**config.mk**
```make
export PLATFORM = sky130hd
export DESIGN_NAME = mac_operand_sequencer
export DESIGN_NICKNAME = d
export VERILOG_FILES = /design/src/rtl/mac_operand_sequencer.sv
export SDC_FILE = /design/constraint.sdc
export NUM_CORES = 1
export LEC_CHECK = 0
export CAP_MARGIN = 15
export CORE_MARGIN = 3
export CORE_UTILIZATION = 25
export CTS_CLUSTER_SIZE = 40
export DETAILED_ROUTE_END_ITERATION = 10
export GPL_TIMING_DRIVEN = 1
export SLEW_MARGIN = 20
export SYNTH_ARGS = -nofsm -noshare
export SYNTH_HDL_FRONTEND = slang
export SYNTH_SLANG_ARGS = --single-unit
```
**constraint.sdc**
```tcl
create_clock -name clk -period 4.08 [get_ports clk]
set_input_delay 0.816 -clock clk [delete_from_list [all_inputs] [get_ports clk]]
set_output_delay 0.816 -clock clk [all_outputs]
set_load 0.005 [all_outputs]
```
**src/rtl/mac_operand_sequencer.sv**
```systemverilog
// mac_operand_sequencer
//   Upstream control stage for a single parallel MAC unit. Accepts a
//   dot-product command (length K, optional accumulator seed), pulls K
//   activation/weight pairs over a valid/ready stream and drives the MAC
//   inputs from registers. Signals completion once the MAC accumulator
//   holds sum(act*w) + seed.
//
// Ports
//   clk, reset                 clock, asynchronous active-high reset
//   cmd_valid/cmd_ready        command handshake (accepted only in IDLE)
//   cmd_len                    number of MAC beats K (0 allowed)
//   cmd_seed_en, cmd_seed      accumulator seed select / value
//   in_valid/in_ready          operand pair handshake
//   in_act, in_w               signed operands, passed through bit-exact
//   mac_en, mac_load_accum     registered MAC controls
//   mac_act, mac_w             registered operands to the MAC
//   mac_accum_prev             seed, held for the whole command
//   done_valid/done_ready      result-final handshake
//   busy                       state is not IDLE
module mac_operand_sequencer #(
   parameter int DATA_WIDTH = 8,
   parameter int ACC_WIDTH  = DATA_WIDTH + 16,
   parameter int LEN_WIDTH  = 10
) (
   input  logic                  clk,
   input  logic                  reset,
   input  logic                  cmd_valid,
   output logic                  cmd_ready,
   input  logic [LEN_WIDTH-1:0]  cmd_len,
   input  logic                  cmd_seed_en,
   input  logic [ACC_WIDTH-1:0]  cmd_seed,
   input  logic                  in_valid,
   output logic                  in_ready,
   input  logic [DATA_WIDTH-1:0] in_act,
   input  logic [DATA_WIDTH-1:0] in_w,
   output logic                  mac_en,
   output logic                  mac_load_accum,
   output logic [DATA_WIDTH-1:0] mac_act,
   output logic [DATA_WIDTH-1:0] mac_w,
   output logic [ACC_WIDTH-1:0]  mac_accum_prev,
   output logic                  done_valid,
   input  logic                  done_ready,
   output logic                  busy
);

   typedef enum logic [1:0] {IDLE, RUN, DRAIN, DONE} state_t;

   state_t               state, state_next;
   logic [LEN_WIDTH-1:0] len;
   logic [LEN_WIDTH-1:0] count;
   logic                 first;
   logic                 cmd_take;
   logic                 beat;
   logic                 last_beat;

   assign cmd_ready = (state == IDLE);
   assign in_ready  = (state == RUN);
   assign cmd_take  = cmd_valid && cmd_ready;
   assign beat      = in_valid && in_ready;
   // len is nonzero whenever RUN is entered, so len-1 never wraps; the
   // counter tops out at len-1 and cannot overflow even for K = 2^LEN_WIDTH-1.
   assign last_beat = beat && (count == (len - LEN_WIDTH'(1)));

   always_ff @(posedge clk or posedge reset) begin
      if (reset) begin
         state <= IDLE;
      end else begin
         state <= state_next;
      end
   end

   always_comb begin
      state_next = state;
      case (state)
         IDLE: begin
            if (cmd_take) begin
               state_next = (cmd_len == '0) ? DRAIN : RUN;
            end
         end
         RUN: begin
            if (last_beat) begin
               state_next = DRAIN;
            end
         end
         DRAIN: begin
            state_next = DONE;
         end
         DONE: begin
            if (done_ready) begin
               state_next = IDLE;
            end
         end
         default: begin
            state_next = IDLE;
         end
      endcase
   end

   always_ff @(posedge clk or posedge reset) begin
      if (reset) begin
         len            <= '0;
         count          <= '0;
         first          <= 1'b0;
         mac_en         <= 1'b0;
         mac_load_accum <= 1'b0;
         mac_act        <= '0;
         mac_w          <= '0;
         mac_accum_prev <= '0;
         done_valid     <= 1'b0;
         busy           <= 1'b0;
      end else begin
         // Controls are single-cycle pulses; bubbles leave operands held
         // but never enable the MAC.
         mac_en         <= 1'b0;
         mac_load_accum <= 1'b0;
         busy           <= (state_next != IDLE);

         if (cmd_take) begin
            len            <= cmd_len;
            count          <= '0;
            first          <= 1'b1;
            mac_accum_prev <= cmd_seed_en ? cmd_seed : '0;
            if (cmd_len == '0) begin
               // Empty dot product: one load beat with zero operands leaves
               // the accumulator equal to the seed.
               mac_en         <= 1'b1;
               mac_load_accum <= 1'b1;
               mac_act        <= '0;
               mac_w          <= '0;
            end
         end

         if (beat) begin
            mac_act        <= in_act;
            mac_w          <= in_w;
            mac_en         <= 1'b1;
            mac_load_accum <= first;
            first          <= 1'b0;
            count          <= count + LEN_WIDTH'(1);
         end

         if (state == DRAIN) begin
            done_valid <= 1'b1;
         end else if ((state == DONE) && done_ready) begin
            done_valid <= 1'b0;
         end
      end
   end

endmodule
```
==> summary.md, run 1 <==
| Metric | Value |
|---|---|
| Hold buffers post-CTS | 0 |
| Leak | approximately 1.9 nW |
| Ant diodes | 0 |
| HP Class | reg2reg |
| Final #Nets | 455 |
| Clk buf depth | 2 |
| Synth Area per Inst | 10.2 µm² |
| Worst rel slew slack | 0.432 |
| HPWL Detailed | between 5000 and 6000 µm |
| Slew Limit Fails | 0 |
| Gp weighted congestion | 0.747 |
| Post-synth EDFFs | 0 |
| DRT antenna net count | 0 |
| FF-to-FF path depth | 7 |
| Overflow after GRT | 0 |
| Most common cell after layout, fill and taps aside | clkdlybuf4s50_1 |
| Total core area | 11,600 µm² |
| Ratio of cells with drive above 1 in the final layout | 0.0721 |
| Post-CTS setup buffers | 0 |
| CP required | 3.26 ns |
| Row Count | 39 |
| PwrDens | between 600 and 700 nW/µm² |
| Kind of start point of the critical path | register |
| Cell area after synthesis | 3020 µm² |
| DRT iter0 DRCs | 86 |
| Register area share after synthesis | 0.555 |
| Initial Util | 0.260 |
| Largest net degree at the start of global routing | 62 |
| Unrepaired setup endpoints after global routing | no |
| Post-route setup TNS | 0 ns |
| Avg WL per Cell | roughly 15 µm |
| Setup Viol. Count Final | 0 |
| Number of I/O port buffers | roughly 100 |
| Most frequent cells in the layout | clkdlybuf4s50_1, dfrtp_1, nand2_1 |
| First-pass GRT wire length | 12,900 µm |
| Clock transition at path regs | 0.06 ns |
| Die H | 116 µm |
| GR Util All Layers | 0.123 |
| Status | finished clean |
| Clk_lat worst skew | 0.33 ns |
| Fmax | about 400 MHz |
| Post-route DRC | 0 |
| Synthesized netlist cell count | just under 300 |
| WL final | 7940 µm |
| Vias in the first global route | 2,533 |
| Tightest Pin Transition | 0.851 ns |
| Dpl cells | approximately 530 |
| Post-synthesis net count | 354 |
| Die width | 116 µm |
| Number of failing hold endpoints at the final stage | 0 |
| CTS Root Buffer Type | clkbuf_16 |
| Final Critical Period | between 2 and 2.5 ns |
| Ys Warns | 0 |
| Hold path cells | 2 |
| Area Overhead vs Synth | 48.3% |
| Synth cell types | 41 |
| Max Cap Viol | 0 |
| Non-Filler Instances | 545 |
| H-tree depth | 3 |
| Asr flop ratio synth | 1.00 |
| Post-CTS resize count | 0 |
| Clk sinks | 67 |
| Fin crit share | 0.611 |
| CTS buffer count | 9 |
| IO Pins | 102 |
| Detailed Routing Iterations Pass 1 | 4 |
| Kind of critical path | reg2out |
| DR vias | 2,513 |
| Yosys reg bits | 67 |
| Worst Skew | 0.00766 ns |
| Full die area | 13,400 µm² |
| TritonCTS clock tree | yes |
| Peak supply drop | 0.247 mV |
| Crit path DAT | 1.68 ns |
| CP max FO | 8 |
| DR vias/cell | 4.61 |
| Worst setup EP type | primary output |
| Top_reg_cell synth | dfrtp_1 |
| Initial antenna violation count | 0 |
-- cells by family after synthesis --
logic type / after synthesis / synth area share
and+or+nand+nor: 107 / 0.157
AOI/OAI and AO/OA: 71 / 0.161
DFF: 67 / 0.555
buffers and inverters: 22 / 0.0311
xor gates and xnor gates: 15 / 0.0435
muxes: 12 / 0.0443
adders and majority gates: 2 / 0.00828
-- metal layers --
metal / GRT usage / part of all wire / up-vias
met5: 0 / 0 / -
met1: 0.150 / 0.43 / 1195
met4: 0.0418 / 0.014 / 0
li1: - / - / 1238
met3: 0.0559 / 0.087 / 8
met2: 0.193 / 0.47 / 72
-- cell usage after synthesis, types with 2 or more instances --
cell type / n / share of area
nand2_1: 64 / 0.080
a21oi_1: 5 / 0.0083
xnor2_1: 9 / 0.026
nand3_1: 7 / 0.012
o21ai_1: 35 / 0.058
nor2_2: 2 / 0.0041
a21o_1: 2 / 0.0050
and3_1: 3 / 0.0062
nor4_1: 4 / 0.0083
nor2_1: 14 / 0.017
nand4_1: 3 / 0.0062
clkbuf_1: 11 / 0.014
a22o_1: 17 / 0.049
xor2_1: 6 / 0.017
nor3_1: 3 / 0.0050
buf_2: 3 / 0.0050
inv_1: 6 / 0.0075
mux2_1: 10 / 0.037
dfrtp_1: 67 / 0.56
ha_1: 2 / 0.0083
o211ai_1: 2 / 0.0050
a211o_1: 2 / 0.0058
-- sequential cells by signal, summed over array words and instances (netlist names), 2 cells and up --
register and cells:
mac_accum_prev 24, count 10, len 10, mac_act 8, mac_w 8, state 2
-- where the power goes --
| group | switching [mW] | internal (mW) |
|---|---|---|
| Sequential | 0.218 | 0.895 |
| Clock | 0.306 | 0.477 |
| Combinational | 0.434 | 0.619 |
| Total | 0.957 | 1.99 |
-- stage by stage --
step	cell area [µm²]	power (mW)	setup slack (ns)	hold WS [ns]	util
after global placement	4180	2.17	1.43	0.467	0.360
final	4480	2.95	1.59	0.482	0.386
after global routing	4480	3.16	1.54	0.508	0.386
after CTS	4480	2.99	1.58	0.488	0.386
after detailed placement	4180	2.19	1.39	0.476	0.360
after floorplan	3020	1.66	1.58	0.448	-
-- worst max-delay path, cell delays in order (launching register included) --
cell and delay (ns):
dfrtp_1 0.47, nor2_1 0.28, clkdlybuf4s50_1 0.60
-- final cells by class --
| class | instances | area [µm²] |
|---|---|---|
| Timing Repair Buffer | 105 | 1040 |
| Clock inverter | 7 | 77.6 |
| Multi-Input combinational cell | 207 | 1250 |
| Fill cell | 1161 | 7130 |
| Sequential cell | 67 | 1680 |
| Tap cell | 143 | 179 |
| Clock buffer | 9 | 225 |
| Inverter | 7 | 27.5 |
-- worst paths after layout --
| check | start | end | slack (ns) |
|---|---|---|---|
| max | state[1] | cmd_ready | 1.59 |
| min | mac_accum_prev[3] | mac_accum_prev[3] | 0.48 |
| max reg2reg | len[0] | state[1] | 1.86 |
| min reg2reg | mac_accum_prev[3] | mac_accum_prev[3] | 0.48 |
| max in group asynchronous | reset | state[0] | 2.40 |
| min in group asynchronous | reset | mac_accum_prev[23] | 0.95 |
No activity file was read; power rests on OpenSTA's default activity.
==> run 2: changes to the inputs <==
==> constraint.sdc (replaced) <==
create_clock -name clk -period 2.4 [get_ports clk]
set_input_delay 0.48 -clock clk [delete_from_list [all_inputs] [get_ports clk]]
set_output_delay 0.48 -clock clk [all_outputs]
set_load 0.005 [all_outputs]
==> summary.md, run 2 (same netlist as run 1, synthesis figures left out) <==
| Metric | Value |
|---|---|
| Overflow after GRT | 0 (unchanged) |
| Tightest Pin Transition | 0.689 ns (was 0.851 ns) |
| Clk buf depth | 2 (unchanged) |
| Avg WL per Cell | 14.5 µm (was 14.6 µm) |
| Most common cell after layout, fill and taps aside | clkdlybuf4s50_1 (unchanged) |
| Row Count | 39 (unchanged) |
| Detailed Routing Iterations Pass 1 | 4 (unchanged) |
| Max Cap Viol | 0 (unchanged) |
| Worst path slowest cell | or4b_4 (was clkdlybuf4s50_1) |
| DR vias | 2,530 (was 2,513) |
| Critical-path cell list | inv_1, ha_1, or4b_4, o31ai_2, a21oi_1, a311o_1, a21o_1 (was nor2_1, clkdlybuf4s50_1) |
| Final core utilization | 0.388 (was 0.386) |
| Hold slack final | 0.480 ns (was 0.482 ns) |
| Power Total | 5.01 mW (was 2.95 mW) |
| Fin crit share | 0.920 |
| Die H | 116 µm (unchanged) |
| NetSw | 1.60 mW (was 0.957 mW) |
| H-tree depth | 3 (unchanged) |
| Slowest Stage Delay on Critical Path | 0.52 ns (was 0.60 ns) |
| Reg power frac | 0.377 (about the same) |
| CTS Root Buffer Type | clkbuf_16 (unchanged) |
| Ant diodes | 0 (unchanged) |
| HP Class | reg2reg (unchanged) |
| Fin area | 4510 µm² (was 4480 µm²) |
| Switching share of total power | 0.319 (was 0.325) |
| CP max FO | 7 (was 8) |
| CP required | 2.62 ns (was 3.26 ns) |
| Post-CTS setup buffers | 0 (unchanged) |
| Worst rel slew slack | 0.540 (was 0.432) |
| CP top delay family | compound AO/OA/AOI/OAI gates (was buffers and inverters) |
| Clk sinks | 67 (unchanged) |
| DRT iter0 DRCs | 50 (was 86) |
| Dpl cells | 532 (was 529) |
| Cell Int Power | 3.41 mW (was 1.99 mW) |
| Kind of start point of the critical path | register (unchanged) |
| Final #Nets | 458 (was 455) |
| DRT antenna net count | 0 (unchanged) |
| Non-Filler Instances | 548 (was 545) |
| Number of failing hold endpoints at the final stage | 0 (unchanged) |
| WL final | 7970 µm (was 7940 µm) |
| Full die area | 13,400 µm² (unchanged) |
| Largest register FFs | 24 (unchanged) |
| Slew Limit Fails | 0 (unchanged) |
| Kind of critical path | reg2reg (was reg2out) |
| TritonCTS clock tree | yes (unchanged) |
| Power share of the combinational group | 0.361 (was 0.357) |
| Leak | 1.93 nW (was 1.91 nW) |
| Area Overhead vs Synth | 49.2% (was 48.3%) |
| CTS buffer count | 9 (unchanged) |
| Top flop regs | mac_accum_prev (24), count (10), len (10) (unchanged) |
| Unrepaired setup endpoints after global routing | no (unchanged) |
| Clock share of power | 0.262 (was 0.265) |
| Post-route setup TNS | 0 ns (unchanged) |
| Most frequent cells in the layout | clkdlybuf4s50_1, dfrtp_1, nand2_1 (unchanged) |
| Final Critical Period | 2.21 ns |
| HPWL Detailed | 5790 µm (was 5750 µm) |
| Post-CTS resize count | 0 (unchanged) |
| IO Pins | 102 (unchanged) |
| Buf/Inv on CP | 1 (unchanged) |
| Post-DP Area | 4210 µm² (was 4180 µm²) |
| Hold buffers post-CTS | 0 (unchanged) |
| PwrDens | 1110 nW/µm² (was 658 nW/µm²) |
| Initial Util | 0.260 (unchanged) |
| Vias in the first global route | 2,573 (was 2,533) |
| Setup Viol. Count Final | 0 (unchanged) |
| Worst Skew | 0.00594 ns (was 0.00766 ns) |
| Clock transition at path regs | 0.06 ns (about the same) |
| Final worst setup slack | 0.191 ns (was 1.59 ns) |
| Gp weighted congestion | 0.749 (was 0.747) |
| Crit path DAT | 2.43 ns (was 1.68 ns) |
| Largest net degree at the start of global routing | 68 (was 62) |
| Dpl ws | 0.0777 ns (was 1.39 ns) |
| Ratio of cells with drive above 1 in the final layout | 0.0765 (was 0.0721) |
| GR Util All Layers | 0.127 (was 0.123) |
| Worst setup EP type | register (was primary output) |
| Peak supply drop | 0.420 mV (was 0.247 mV) |
| Status | finished clean (unchanged) |
| Fmax | between 400 and 500 MHz |
| First-pass GRT wire length | 13,200 µm (was 12,900 µm) |
| Clk_lat worst skew | 0.33 ns (about the same) |
| Initial antenna violation count | 1 (was 0) |
| Number of I/O port buffers | 101 (unchanged) |
| Total core area | 11,600 µm² (unchanged) |
| Post-route DRC | 0 (unchanged) |
| DR vias/cell | 4.62 (was 4.61) |
| Die width | 116 µm (unchanged) |
| Top reg by flops | mac_accum_prev (unchanged) |
[run 2: worst reg2reg max path, stage by stage, from the launching register on]
cell	delay (ns)
dfrtp_1	0.46
inv_1	0.10
ha_1	0.27
or4b_4	0.52
o31ai_2	0.20
a21oi_1	0.08
a311o_1	0.31
a21o_1	0.16
[run 2: cell type report]
class                           instances  area [µm²]
Multi-Input combinational cell        207        1250
Timing Repair Buffer                  108        1080
Clock inverter                          5        52.6
Sequential cell                        67        1680
Fill cell                            1170        7110
Clock buffer                           11         243
Inverter                                7        26.3
Tap cell                              143         179
[run 2: final timing paths]
kind | start | to | slack [ns] | cells after the start
max in group asynchronous | reset | mac_accum_prev[4] | 1.55 | 3
min in group asynchronous | reset | mac_accum_prev[20] | 0.54 | 3
worst max register to register | len[0] | state[1] | 0.19 | 7
worst max-delay path | len[0] | state[1] | 0.19 | 7
worst min register to register | mac_accum_prev[6] | mac_accum_prev[6] | 0.48 | 2
worst min-delay path | mac_accum_prev[6] | mac_accum_prev[6] | 0.48 | 2
[run 2: per-layer routing]
metal,up-vias,global-route usage,part of all wire
met4,2,0.0441,0.013
met5,-,0,0.0011
met2,75,0.205,0.48
met1,1205,0.150,0.42
met3,9,0.0585,0.089
li1,1239,-,-
[run 2: power by group through the flow]
stage          registers (mW)  logic, mW  clock network [mW]
4_1_cts                  1.90       1.85                1.36
3_3_place_gp             1.90       1.79                   0
2_1_floorplan            1.84      0.985                   0
5_1_grt                  1.96       2.02                1.41
6_report                 1.89       1.81                1.31
3_5_place_dp             1.90       1.84                   0
